--- src/rtl/snake_body.sv ---
// Snake body store: head position plus a ring of 2-bit link directions,
// game-step update, wall/self collision, and a gapless head-to-tail segment stream.
module snake_body #(
    parameter int GAME_WIDTH  = 18,
    parameter int GAME_HEIGHT = 13,
    parameter int MAX_LEN     = 32
) (
    input  logic                       clk,
    input  logic                       rst_n,
    input  logic                       game_rst_n,
    input  logic                       step,
    input  logic [1:0]                 step_dir,
    input  logic                       grow,
    output logic [4:0]                 snake_head_x,
    output logic [3:0]                 snake_head_y,
    output logic [4:0]                 snake_x,
    output logic [3:0]                 snake_y,
    output logic [1:0]                 snake_dir,
    output logic                       snake_first,
    output logic                       snake_last,
    output logic                       snake_valid,
    output logic [$clog2(MAX_LEN):0]   length,
    output logic                       full,
    output logic                       self_hit,
    output logic                       wall_hit,
    output logic                       dbg_walk_state
);

    localparam int PW = $clog2(MAX_LEN);
    localparam int LW = PW + 1;

    localparam logic [0:0] ST_IDLE = 1'b0;
    localparam logic [0:0] ST_EMIT = 1'b1;

    localparam logic [1:0] DIR_UP    = 2'd0;
    localparam logic [1:0] DIR_DOWN  = 2'd1;
    localparam logic [1:0] DIR_LEFT  = 2'd2;
    localparam logic [1:0] DIR_RIGHT = 2'd3;

    localparam logic [4:0]    INIT_X   = 5'd4;
    localparam logic [3:0]    INIT_Y   = 4'd7;
    localparam logic [LW-1:0] INIT_LEN = LW'(3);
    localparam logic [LW-1:0] LEN_MAX  = LW'(MAX_LEN);
    localparam logic [4:0]    X_BORDER = 5'(GAME_WIDTH + 1);
    localparam logic [3:0]    Y_BORDER = 4'(GAME_HEIGHT + 1);

    function automatic logic [4:0] move_x(input logic [4:0] x, input logic [1:0] d);
        case (d)
            DIR_LEFT:  move_x = x - 5'd1;
            DIR_RIGHT: move_x = x + 5'd1;
            default:   move_x = x;
        endcase
    endfunction

    function automatic logic [3:0] move_y(input logic [3:0] y, input logic [1:0] d);
        case (d)
            DIR_UP:   move_y = y - 4'd1;
            DIR_DOWN: move_y = y + 4'd1;
            default:  move_y = y;
        endcase
    endfunction

    // Game state
    logic [4:0]    head_x_q, head_x_d;
    logic [3:0]    head_y_q, head_y_d;
    logic [PW-1:0] hptr_q, hptr_d;
    logic [LW-1:0] len_q, len_d;
    logic [1:0]    link_q [MAX_LEN];
    logic [1:0]    link_d [MAX_LEN];
    logic          wall_hit_q, wall_hit_d;
    logic          self_hit_q, self_hit_d;

    // Walker state
    logic [0:0]    state_q, state_d;
    logic          start_q, start_d;
    logic [PW-1:0] idx_q, idx_d;
    logic [4:0]    wx_q, wx_d;
    logic [3:0]    wy_q, wy_d;
    logic          acc_q, acc_d;

    // Registered stream beat
    logic          sv_q, sv_d;
    logic          sf_q, sf_d;
    logic          sl_q, sl_d;
    logic [1:0]    sd_q, sd_d;
    logic [4:0]    sx_q, sx_d;
    logic [3:0]    sy_q, sy_d;

    // Step decode: a reversal request keeps the current heading
    logic [1:0]    heading;
    logic [1:0]    eff_dir;
    logic [4:0]    nx;
    logic [3:0]    ny;
    logic          on_border;
    logic          is_full;
    logic [PW-1:0] hptr_dec;

    assign heading   = link_q[hptr_q] ^ 2'b01;
    assign eff_dir   = ((step_dir ^ 2'b01) == heading) ? heading : step_dir;
    assign nx        = move_x(head_x_q, eff_dir);
    assign ny        = move_y(head_y_q, eff_dir);
    assign on_border = (nx == 5'd0) || (nx == X_BORDER) || (ny == 4'd0) || (ny == Y_BORDER);
    assign is_full   = (len_q == LEN_MAX);
    assign hptr_dec  = hptr_q - PW'(1);

    always_comb begin
        head_x_d   = head_x_q;
        head_y_d   = head_y_q;
        hptr_d     = hptr_q;
        len_d      = len_q;
        link_d     = link_q;
        wall_hit_d = wall_hit_q;
        if (!game_rst_n) begin
            head_x_d   = INIT_X;
            head_y_d   = INIT_Y;
            hptr_d     = '0;
            len_d      = INIT_LEN;
            wall_hit_d = 1'b0;
            for (int k = 0; k < MAX_LEN; k++) begin
                link_d[k] = DIR_LEFT;
            end
        end else if (step) begin
            if (on_border) begin
                wall_hit_d = 1'b1;
            end else begin
                hptr_d           = hptr_dec;
                link_d[hptr_dec] = eff_dir ^ 2'b01;
                head_x_d         = nx;
                head_y_d         = ny;
                if (grow && !is_full) begin
                    len_d = len_q + LW'(1);
                end
            end
        end
    end

    // Segment about to be emitted: IDLE always starts from the live head
    logic [PW-1:0] cur_i;
    logic [PW-1:0] cur_ptr;
    logic [4:0]    cur_x;
    logic [3:0]    cur_y;
    logic [1:0]    cur_dir;
    logic          cur_last;
    logic          cur_hit;
    logic          acc_next;
    logic          abort;

    assign cur_i    = (state_q == ST_IDLE) ? '0 : idx_q;
    assign cur_x    = (state_q == ST_IDLE) ? head_x_q : wx_q;
    assign cur_y    = (state_q == ST_IDLE) ? head_y_q : wy_q;
    assign cur_ptr  = hptr_q + cur_i;
    assign cur_dir  = link_q[cur_ptr];
    assign cur_last = ({1'b0, cur_i} == (len_q - LW'(1)));
    assign cur_hit  = (cur_i != '0) && (cur_x == head_x_q) && (cur_y == head_y_q);
    assign acc_next = ((cur_i == '0) ? 1'b0 : acc_q) | cur_hit;
    assign abort    = !game_rst_n || step || !start_q;

    always_comb begin
        state_d    = state_q;
        start_d    = 1'b1;
        idx_d      = idx_q;
        wx_d       = wx_q;
        wy_d       = wy_q;
        acc_d      = acc_q;
        self_hit_d = self_hit_q;
        sv_d       = 1'b0;
        sf_d       = 1'b0;
        sl_d       = 1'b0;
        sd_d       = 2'd0;
        sx_d       = 5'd0;
        sy_d       = 4'd0;
        if (abort) begin
            state_d = ST_IDLE;
            idx_d   = '0;
            acc_d   = 1'b0;
            if (!game_rst_n) begin
                self_hit_d = 1'b0;
            end
        end else begin
            state_d = ST_EMIT;
            sv_d    = 1'b1;
            sf_d    = (cur_i == '0);
            sl_d    = cur_last;
            sd_d    = cur_dir;
            sx_d    = cur_x;
            sy_d    = cur_y;
            acc_d   = acc_next;
            if (cur_last) begin
                // Wrap straight back to the head so the next beat follows with no gap
                idx_d      = '0;
                wx_d       = head_x_q;
                wy_d       = head_y_q;
                self_hit_d = acc_next;
            end else begin
                idx_d = cur_i + PW'(1);
                wx_d  = move_x(cur_x, cur_dir);
                wy_d  = move_y(cur_y, cur_dir);
            end
        end
    end

    always_ff @(posedge clk or negedge rst_n) begin
        if (!rst_n) begin
            head_x_q   <= INIT_X;
            head_y_q   <= INIT_Y;
            hptr_q     <= '0;
            len_q      <= INIT_LEN;
            wall_hit_q <= 1'b0;
            self_hit_q <= 1'b0;
            for (int k = 0; k < MAX_LEN; k++) begin
                link_q[k] <= DIR_LEFT;
            end
            state_q    <= ST_IDLE;
            start_q    <= 1'b0;
            idx_q      <= '0;
            wx_q       <= INIT_X;
            wy_q       <= INIT_Y;
            acc_q      <= 1'b0;
            sv_q       <= 1'b0;
            sf_q       <= 1'b0;
            sl_q       <= 1'b0;
            sd_q       <= 2'd0;
            sx_q       <= 5'd0;
            sy_q       <= 4'd0;
        end else begin
            head_x_q   <= head_x_d;
            head_y_q   <= head_y_d;
            hptr_q     <= hptr_d;
            len_q      <= len_d;
            wall_hit_q <= wall_hit_d;
            self_hit_q <= self_hit_d;
            link_q     <= link_d;
            state_q    <= state_d;
            start_q    <= start_d;
            idx_q      <= idx_d;
            wx_q       <= wx_d;
            wy_q       <= wy_d;
            acc_q      <= acc_d;
            sv_q       <= sv_d;
            sf_q       <= sf_d;
            sl_q       <= sl_d;
            sd_q       <= sd_d;
            sx_q       <= sx_d;
            sy_q       <= sy_d;
        end
    end

    assign snake_head_x   = head_x_q;
    assign snake_head_y   = head_y_q;
    assign snake_x        = sx_q;
    assign snake_y        = sy_q;
    assign snake_dir      = sd_q;
    assign snake_first    = sf_q;
    assign snake_last     = sl_q;
    assign snake_valid    = sv_q;
    assign length         = len_q;
    assign full           = is_full;
    assign self_hit       = self_hit_q;
    assign wall_hit       = wall_hit_q;
    assign dbg_walk_state = state_q;

endmodule

--- config.mk ---
export PLATFORM = sky130hd
export DESIGN_NAME = snake_body
export DESIGN_NICKNAME = d
export VERILOG_FILES = /design/src/rtl/snake_body.sv
export SDC_FILE = /design/constraint.sdc
export NUM_CORES = 1
export LEC_CHECK = 0
export BUFFER_PORTS_ARGS = -buffer_cell sky130_fd_sc_hd__clkbuf_2
export CORE_ASPECT_RATIO = 0.7
export CORE_MARGIN = 4
export CORE_UTILIZATION = 35
export DETAILED_ROUTE_END_ITERATION = 7
export PLACE_DENSITY = 0.59
export SYNTH_ARGS = -nofsm -noshare
export SYNTH_HDL_FRONTEND = slang
export SYNTH_SLANG_ARGS = --single-unit
--- constraint.sdc ---
create_clock -name clk -period 8.03 [get_ports clk]
set_input_delay 0.803 -clock clk [delete_from_list [all_inputs] [get_ports clk]]
set_output_delay 0.803 -clock clk [all_outputs]
set_load 0.01 [all_outputs]
==> metrics.md, run 1 <==
| Metric | Value |
|---|---|
| Antenna violations before repair | `0` |
| DRT Pass-1 Iters | `5` |
| Yosys top cell area share | `23.0%` |
| Avg Cell Area, Syn | `10.3 µm²` |
| Drt wl/cell | `18.9 µm` |
| Post-synth EDFFs | `0` |
| CTS-repair resized insts | `0` |
| Final Hold Fails | `0` |
| Non-Filler Instances | `1119` |
| Power Total | `2860 µW` |
| Fmax | `162 MHz` |
| Final Skew | `0.0113 ns` |
| DRT Wirelength | `21.1 mm` |
| First-pass GRT wire length | `33.7 mm` |
| TNS Setup | `0 ns` |
| CP startpoint kind | `flip-flop` |
| Main area contributors after synthesis | `dfrtp_1 (23%), dfstp_2 (14%), mux2i_1 (10%)` |
| Uppermost routed layer | `met4` |
| R2R Path Start | `hptr_q[0]` |
| Crit path required time | `8.33 ns` |
| Core box area | `0.0226 mm²` |
| H-tree Lvls | `4` |
| Pwr Density | `319 mW/mm²` |
| Register bit total from synthesis | `116` |
| DP HPWL | `14.9 mm` |
| R2r endpoint | `link_q[12]` |
| Critical Path Max Stage Delay | `0.67 ns` |
| Sequential share of the synthesized area | `36.8%` |
| Mapped Cells | `780` |
| Vias in the first global route | `5649` |
| RSZ-0062 raised after global routing | `false` |
| Nature of the critical path endpoint | `flip-flop` |
| Congestion Overflow GR | `0` |
| Largest net degree at the start of global routing | `72` |
| Flop-to-flop setup slack | `1.86 ns` |
| Most frequent cells in the layout | `mux2i_1 (80), dfrtp_1 (74), nand2_1 (70)` |
| Max Cap Violations | `0` |
| Slew @ Worst Pin | `1.17 ns` |
| Slew HR | `21.1%` |
| Die W | `189 µm` |
| Worst endpoint data arrival time | `6.47 ns` |
| Final GP Congestion | `0.843` |
| Die height | `135 µm` |
| CTS tree | `done` |
| Multi-input combinational cell area | `0.00468 mm²` |
| Most common cell after layout, fill and taps aside | `mux2i_1` |
| Worst skew pair latency | `0.42 ns` |
| HP Class | `input port to asynchronous set/reset pin` |
| Die area | `0.0255 mm²` |
| CTS Buf Count | `17` |
| Port-buffer cells | `39` |
| Post-CTS Hold Fix Bufs | `0` |
| FILL cells | `2180` |
| Outcome | `finished, final reports clean` |
| Yosys top cell by area | `dfrtp_1` |
| Row Count | `46` |
| Reg2Reg Depth | `19` |
| Synth warn | `0` |
| Routed Antenna Nets | `0` |
| CP Max Fanout | `35` |
| DRT met1 WL | `11.3 mm` |
| Critical path class | `flip-flop to flip-flop` |
| Clock tree buffer depth | `2` |
| DR WL met3 | `1.41 mm` |
| Global router's overall resource usage | `16.8%` |
| FF+latch area | `0.00296 mm²` |
| Met2 wire length | `8.21 mm` |
| Via count | `6135` |
| Area delta synth->final | `11.5%` |
| # DRC | `0` |
| Yosys cell types | `75` |
| Netlist Area Pre-Place | `0.00804 mm²` |
| Sink Count | `116` |
| VDD IR max | `0.162 mV` |
| Root Driver | `clkbuf_16` |
| Fraction of registers with async set/reset | `100%` |
| Layout Utilization | `39.6%` |
| Crit. Startpoint | `hptr_q[0]` |
| Clock transition at path regs | `0.06 ns` |
| Cells along the critical path | `buf_4 -> mux4_1 -> mux2i_1 -> a22oi_2 -> and3_4 -> xnor2_1 -> mux2_2 -> nand2b_1 -> ha_1 -> a21o_1 -> a21oi_1 -> nor4b_1 -> and4_1 -> a221oi_1 -> nand4_1 -> a211o_1 -> nand3_4 -> or3_1 -> o221a_1` |
| CP max-delay cell | `dfrtp_1` |
| Placed Cells incl. Taps | `1087` |
| Share of cells above drive strength 1 | `23.2%` |
| Prevailing post-synth register cell | `dfrtp_1` |
| Antenna Diode Count | `0` |
| Top-Level Pins | `40` |
| Post-CTS setup repair buffer count | `0` |
| Final Cycle Share | `76.9%` |
| Post-layout min period | `6.17 ns` |
| Syn nets | `815` |
| DR iter-0 viols | `715` |
| Max-slew violation count | `0` |
| Final Setup Violations | `0` |
| Initial Util | `35.5%` |
| # nets final | `829` |
| Routed vias/inst | `5.48` |
| P_leak | `0.00357 µW` |
==> critical path, delay by kind of cell (launching register included) <==
family | cells | cell delay, ns
adders and majority gates | 1 | 0.24
DFF | 1 | 0.67
muxes | 3 | 1.25
xor gates and xnor gates | 1 | 0.15
buffers and inverters | 1 | 0.36
AOI/OAI and AO/OA | 6 | 1.24
and+or+nand+nor | 7 | 2.11
==> synthesized netlist by cell type (8+ instances only) <==
| cell | count |
|---|---|
| ha_1 | 23 |
| o221a_1 | 11 |
| and3_1 | 20 |
| dfrtp_1 | 74 |
| a21oi_1 | 36 |
| nor2_1 | 67 |
| inv_1 | 22 |
| a21o_1 | 8 |
| o21ai_0 | 32 |
| nand3_1 | 11 |
| nor3_1 | 12 |
| nand2b_1 | 13 |
| mux4_2 | 27 |
| and2_1 | 12 |
| buf_4 | 8 |
| xnor2_1 | 23 |
| buf_6 | 10 |
| dfstp_2 | 42 |
| clkbuf_1 | 29 |
| xor2_1 | 10 |
| nand2_1 | 70 |
| nor3_2 | 16 |
| mux2i_1 | 80 |
==> area by class of cell <==
class / instances / share of cell area (%)
Clock buffer: 24 / 5.37
Clock inverter: 8 / 1.13
Tap cell: 312 / 4.35
Sequential cell: 116 / 33.0
Multi-Input combinational cell: 586 / 52.1
Inverter: 24 / 1.00
Timing Repair Buffer: 49 / 3.04
==> cell families (layout without fill, tap and decap cells) <==
group,count (synthesis),after routing,share of synthesized area [%]
simple gates,264,264,17.4
xor+xnor,34,34,3.88
flops,116,116,36.8
other cells,1,1,0.0466
mux,115,115,19.5
buf+inv,78,105,5.11
fa+ha+maj,28,28,4.83
compound gates,144,144,12.5
==> layer usage <==
metal,GRT usage (%),up-vias
met4,3.64,0
met5,0,-
met2,21.3,199
met1,28.2,3040
met3,3.85,15
li1,-,2881
==> where the power goes <==
| part | total [µW] | leakage [µW] | internal [µW] | switching, µW |
|---|---|---|---|---|
| Clock | 761 | 0.000276 | 481 | 280 |
| Sequential | 841 | 0.00145 | 680 | 161 |
| Combinational | 1260 | 0.00185 | 498 | 760 |
| Total | 2860 | 0.00357 | 1660 | 1200 |
==> stage by stage <==
stage | setup slack (ns) | instance area (µm²) | hold WS, ns
6_report | 1.86 | 8970 | 0.393
4_1_cts | 1.90 | 8970 | 0.405
2_1_floorplan | 2.59 | 8040 | 0.470
5_1_grt | 1.48 | 8970 | 0.433
3_5_place_dp | 1.92 | 8380 | 0.490
3_3_place_gp | 2.13 | 8380 | 0.483
==> flip-flops by register name, indices dropped and copies added, names as in the netlist <==
signal        flops
snake_head_x      5
snake_dir         2
snake_valid       1
link_q           64
snake_last        1
snake_x           5
wy_q              4
start_q           1
snake_head_y      4
hptr_q            5
wall_hit          1
self_hit          1
snake_y           4
acc_q             1
length            6
snake_first       1
idx_q             5
wx_q              5
==> how the worst max path moves through the flow <==
| stage | slack, ns | to | cells past startpoint |
|---|---|---|---|
| 2_1_floorplan | 2.59 | wx_q[4] | 19 |
| 3_3_place_gp | 2.13 | link_q[12] | 19 |
| 3_5_place_dp | 1.92 | link_q[12] | 19 |
| 4_1_cts | 1.90 | link_q[12] | 19 |
| 5_1_grt | 1.48 | link_q[10] | 19 |
| 6_report | 1.86 | link_q[12] | 19 |
Power figures use the tool's default switching activity.
==> run 2, diff against run 1 <==
--- a/config.mk
+++ b/config.mk
@@ -10,7 +10,7 @@
 export CORE_MARGIN = 4
 export CORE_UTILIZATION = 35
 export DETAILED_ROUTE_END_ITERATION = 7
-export PLACE_DENSITY = 0.59
+export PLACE_DENSITY = 0.61
 export SYNTH_ARGS = -nofsm -noshare
 export SYNTH_HDL_FRONTEND = slang
 export SYNTH_SLANG_ARGS = --single-unit
==> constraint.sdc (replaced) <==
create_clock -name clk -period 5.45 [get_ports clk]
set_input_delay 0.545 -clock clk [delete_from_list [all_inputs] [get_ports clk]]
set_output_delay 0.545 -clock clk [all_outputs]
set_load 0.01 [all_outputs]
==> metrics.md, run 2 (same netlist as run 1, synthesis figures left out) <==
| Metric | Value |
|---|---|
| Outcome | `finished, final reports clean` |
| Final Skew | `0.00896 ns` |
| Vias in the first global route | `6028` |
| # nets final | `851` |
| Row Count | `46` |
| R2r endpoint | `link_q[6]` |
| Clock tree buffer depth | `2` |
| CTS tree | `done` |
| # DRC | `0` |
| Port-buffer cells | `39` |
| CP Max Fanout | `19` |
| Core box area | `0.0226 mm²` |
| Switching Power | `1880 µW` |
| Largest Register | `link_q` |
| Fin Hold WS | `0.309 ns` |
| Antenna violations before repair | `0` |
| Cells along the critical path | `buf_12 -> mux4_1 -> mux2i_2 -> a22oi_2 -> and3_4 -> xnor2_1 -> mux2_2 -> nand2_1 -> inv_1 -> fa_1 -> nor2b_1 -> o21ai_0 -> and2_1 -> nor2_1 -> nand3b_1 -> mux2i_1 -> o31ai_2 -> buf_4 -> nand3_4 -> buf_4 -> nor3_2 -> mux2i_1` |
| Flop-to-flop setup slack | `0.25 ns` |
| Final Setup Violations | `0` |
| Worst skew pair latency | `0.42 ns` |
| Clock transition at path regs | `0.06 ns` |
| Combinational Power Share | `48.7%` |
| Antenna Diode Count | `0` |
| Final Cycle Share | `95.4%` |
| HP Class | `input port to asynchronous set/reset pin` |
| Slew HR | `32.3%` |
| Sink Count | `116` |
| Clk network pwr share | `24.2%` |
| Die height | `135 µm` |
| Root Driver | `clkbuf_16` |
| Reg2Reg Depth | `22` |
| P_leak | `0.00368 µW` |
| Post-Place Setup Slack | `0.128 ns` |
| Top-Level Pins | `40` |
| Global router's overall resource usage | `17.7%` |
| Largest register FFs | `64` |
| Slew @ Worst Pin | `1.02 ns` |
| Post-layout min period | `5.20 ns` |
| Fmax | `192 MHz` |
| Critical path class | `flip-flop to flip-flop` |
| Pwr Density | `479 mW/mm²` |
| Max-slew violation count | `0` |
| Share of cells above drive strength 1 | `25.8%` |
| CP max-delay cell | `mux4_1` |
| First-pass GRT wire length | `35.3 mm` |
| CP startpoint kind | `flip-flop` |
| Largest net degree at the start of global routing | `78` |
| Worst endpoint data arrival time | `5.53 ns` |
| Crit. Startpoint | `hptr_q[0]` |
| Reg power frac | `27.1%` |
| Via count | `6319` |
| Congestion Overflow GR | `0` |
| Post-route setup slack | `0.251 ns` |
| Final Hold Fails | `0` |
| Crit path required time | `5.78 ns` |
| Initial Util | `35.5%` |
| Final GP Congestion | `0.895` |
| DRT Pass-1 Iters | `5` |
| Area delta synth->final | `13.7%` |
| Die area | `0.0255 mm²` |
| DR iter-0 viols | `677` |
| Post-CTS Hold Fix Bufs | `0` |
| Nature of the critical path endpoint | `flip-flop` |
| Routed Antenna Nets | `0` |
| Most frequent cells in the layout | `mux2i_1 (79), dfrtp_1 (73), nand2_1 (70)` |
| Max Cap Violations | `0` |
| Die W | `189 µm` |
| H-tree Lvls | `4` |
| P_int | `2500 µW` |
| Most common cell after layout, fill and taps aside | `mux2i_1` |
| Routed vias/inst | `5.54` |
| VDD IR max | `0.214 mV` |
| DRT Wirelength | `22.0 mm` |
| Critical Path Max Stage Delay | `0.57 ns` |
| Switching share of power | `42.9%` |
| DP HPWL | `15.4 mm` |
| R2R Path Start | `hptr_q[0]` |
| Drt wl/cell | `19.3 µm` |
| CTS Buf Count | `17` |
==> run 2: cell count changes in the layout (fill, tap and decap cells not counted), moves of 2 or more <==
cell / delta
buf_12: +2
clkinv_2: +2
buf_4: +20
clkbuf_1: -2
clkbuf_8: -2
clkinv_4: +2
==> run 2: metal layers <==
metal | global-route usage (%) | share of wire, % | wire length (µm)
met2 | 23.5 | 40 | 8910
met3 | 3.95 | 6.7 | 1470
met4 | 4.41 | 1.2 | 263
met5 | 0 | 0 | 0
met1 | 28.5 | 52 | 11400
==> run 2: final cells by class <==
| type | instances | area, µm² |
|---|---|---|
| inverter | 24 | 90.1 |
| fill | 2183 | 13500 |
| tap | 312 | 390 |
| timing repair buffer | 71 | 463 |
| sequential | 116 | 2960 |
| clock inverter | 12 | 108 |
| multi-input combinational | 586 | 4690 |
| clock buffer | 20 | 447 |
==> run 2: stage by stage <==
stage / setup TNS [ns] / power [µW] / utilization [%] / area [µm²] / cells
after global routing: -0.0258 / 4650 / 40.4 / 9140 / 1141
after CTS: 0 / 4340 / 40.3 / 9110 / 1139
after detailed placement: 0 / 3260 / 37.8 / 8560 / 1107
after global placement: 0 / 3240 / 37.8 / 8560 / 1107
after floorplan: 0 / 2710 / - / 8040 / 780
final: 0 / 4380 / 40.4 / 9140 / 1141
==> run 2: critical path: cells and delay by family (launching register included) <==
kind            cells  cell delay (ns)
flops               1             0.37
buf+inv             4             0.71
compound gates      3             0.48
mux                 5             1.52
simple gates        8             1.47
xor+xnor            1             0.15
fa+ha+maj           1             0.40
==> run 2: worst max path at each step <==
stage / to / slack, ns / cells past startpoint
floorplan: wx_q[4] / 0.01 / 19
global placement: link_q[62] / 0.19 / 19
detailed placement: link_q[54] / 0.13 / 19
CTS: link_q[54] / 0.10 / 19
global route: link_q[25] / -0.009 / 23
finish: link_q[6] / 0.25 / 22
==> run 2: what timing repair did <==
| item | 4_1_cts | 5_1_grt |
|---|---|---|
| buffers inserted | 0 | 2 |
| resized for setup | 0 | 4 |
| setup endpoints to repair | 0 | 77 |
==> run 2: power groups by stage <==
| stage | Sequential, µW | Combinational (µW) | Clock [µW] |
|---|---|---|---|
| floorplan | 1130 | 1580 | 0 |
| global placement | 1190 | 2050 | 0 |
| detailed placement | 1190 | 2060 | 0 |
| CTS | 1180 | 2070 | 1080 |
| global route | 1210 | 2320 | 1120 |
| finish | 1190 | 2130 | 1060 |
==> run 3, diff against run 2 <==
--- a/config.mk
+++ b/config.mk
@@ -10,7 +10,7 @@
 export CORE_MARGIN = 4
 export CORE_UTILIZATION = 35
 export DETAILED_ROUTE_END_ITERATION = 7
-export PLACE_DENSITY = 0.61
+export PLACE_DENSITY = 0.59
 export SYNTH_ARGS = -nofsm -noshare
 export SYNTH_HDL_FRONTEND = slang
 export SYNTH_SLANG_ARGS = --single-unit
==> constraint.sdc (replaced) <==
create_clock -name clk -period 5.2 [get_ports clk]
set_input_delay 0.52 -clock clk [delete_from_list [all_inputs] [get_ports clk]]
set_output_delay 0.52 -clock clk [all_outputs]
set_load 0.01 [all_outputs]
==> metrics.md, run 3 (same netlist as run 1, synthesis figures left out) <==
| Metric | Value |
|---|---|
| CTS tree | `done` |
| Slew @ Worst Pin | `1.03 ns` |
| DR iter-0 viols | `579` |
| Pwr Density | `524 mW/mm²` |
| Area delta synth->final | `16.4%` |
| CP max-delay cell | `fa_2` |
| CP Max Fanout | `11` |
| Final Hold Fails | `0` |
| Sink Count | `116` |
| Cells along the critical path | `buf_12 -> buf_4 -> mux2i_1 -> o22ai_1 -> or3_4 -> and3_4 -> xnor2_2 -> mux2_4 -> nand2_2 -> inv_1 -> fa_2 -> nor3b_1 -> nand3_1 -> o21ai_0 -> or2b_1 -> mux2i_1 -> o31ai_2 -> nand3_4 -> buf_6 -> or3_4 -> o221a_1` |
| FF+latch area | `0.00296 mm²` |
| Worst skew pair latency | `0.42 ns` |
| VDD IR max | `0.239 mV` |
| Flop-to-flop setup slack | `0.26 ns` |
| Top-Level Pins | `40` |
| Worst endpoint data arrival time | `5.25 ns` |
| Final GP Congestion | `0.914` |
| Vias in the first global route | `5885` |
| Fin Hold WS | `0.237 ns` |
| Post-CTS Hold Fix Bufs | `0` |
| Fmax | `202 MHz` |
| Antenna violations before repair | `0` |
| Root Driver | `clkbuf_16` |
| Clock tree buffer depth | `2` |
| CTS Buf Count | `17` |
| Most common cell after layout, fill and taps aside | `mux2i_1` |
| Most frequent cells in the layout | `mux2i_1 (78), dfrtp_1 (73), nand2_1 (69)` |
| Via count | `6308` |
| Power Total | `4910 µW` |
| Largest register FFs | `64` |
| # DRC | `0` |
| R2R Path Start | `hptr_q[0]` |
| FILL cells | `2175` |
| Final Skew | `0.0117 ns` |
| Core box area | `0.0226 mm²` |
| DP HPWL | `15.7 mm` |
| DRT Pass-1 Iters | `5` |
| Multi-input combinational cell area | `0.00474 mm²` |
| Congestion Overflow GR | `0` |
| Max Cap Violations | `0` |
| Row Count | `46` |
| # nets final | `859` |
| HP Class | `input port to asynchronous set/reset pin` |
| First-pass GRT wire length | `35.6 mm` |
| Routed vias/inst | `5.49` |
| Critical path class | `flip-flop to flip-flop` |
| Global router's overall resource usage | `18.1%` |
| Final Setup Violations | `0` |
| Die W | `189 µm` |
| Nature of the critical path endpoint | `flip-flop` |
| Initial Util | `35.5%` |
| Clock transition at path regs | `0.06 ns` |
| H-tree Lvls | `4` |
| Critical Path Max Stage Delay | `0.57 ns` |
| Port-buffer cells | `39` |
| Crit. Startpoint | `hptr_q[0]` |
| Outcome | `finished, final reports clean` |
| CP startpoint kind | `flip-flop` |
| Max-slew violation count | `0` |
| DRT Wirelength | `22.9 mm` |
| Routed Antenna Nets | `0` |
| Share of cells above drive strength 1 | `28.1%` |
| Post-layout min period | `4.94 ns` |
| Largest Register | `link_q` |
| Slew HR | `31.1%` |
| Die area | `0.0255 mm²` |
| Crit path required time | `5.51 ns` |
| Die height | `135 µm` |
| P_leak | `0.00379 µW` |
| Antenna Diode Count | `0` |
| Final Cycle Share | `95.1%` |
| Largest net degree at the start of global routing | `77` |
| Drt wl/cell | `19.9 µm` |
-- run 3: worst paths after layout --
check	end	cells past startpoint
worst max-delay path	link_q[46]	21
worst min-delay path	snake_x[4]	1
worst max register to register	link_q[46]	21
worst min register to register	wy_q[2]	2
max in group asynchronous	wy_q[1]	2
min in group clk	length[4]	4
-- run 3: final cells by class --
| cell class | count | share of cell area [%] |
|---|---|---|
| clock inverters | 15 | 2.07 |
| multi-input cells | 586 | 50.7 |
| repair buffers | 79 | 5.95 |
| inverters | 24 | 0.963 |
| well taps | 312 | 4.17 |
| clock buffers | 17 | 4.55 |
| flip-flops and latches | 116 | 31.6 |
-- run 3: where the power goes --
| part | switching [µW] | leakage [µW] | total, µW | internal (µW) |
|---|---|---|---|---|
| Sequential | 189 | 0.00145 | 1240 | 1050 |
| Clock | 493 | 0.000299 | 1260 | 768 |
| Combinational | 1400 | 0.00204 | 2400 | 1010 |
-- run 3: worst max-delay path, delay by kind of cell (launching register included) --
family	cells	cell delay (ns)
compound gates	4	0.84
xor+xnor	1	0.15
fa+ha+maj	1	0.57
buf+inv	4	0.56
flops	1	0.43
mux	3	0.63
simple gates	8	1.65
-- run 3: per-layer routing --
layer	wire length, µm	vias to the layer above	GRT usage (%)
met4	306	0	5.46
met3	1810	24	5.17
met5	0	-	0
met1	11600	3108	29.3
met2	9100	238	22.5
li1	-	2938	-
-- run 3: repair_timing --
action	CTS	global route
setup buffers	0	6
gates cloned	0	1
endpoints found under the hold margin	0	0
endpoints found under the setup margin	2	82
pin swaps	1	8
gates resized for setup	0	18
-- run 3: metrics by stage --
step	instances	area, µm²	util (%)	TNS, ns	worst slack [ns]
5_1_grt	1149	9360	41.4	-0.00202	-0.00202
3_3_place_gp	1110	8600	38.0	0	0.0619
3_5_place_dp	1110	8600	38.0	0	0.0343
6_report	1149	9360	41.4	0	0.255
2_1_floorplan	780	8040	-	0	0.0167
4_1_cts	1142	9220	40.8	0	0.00841
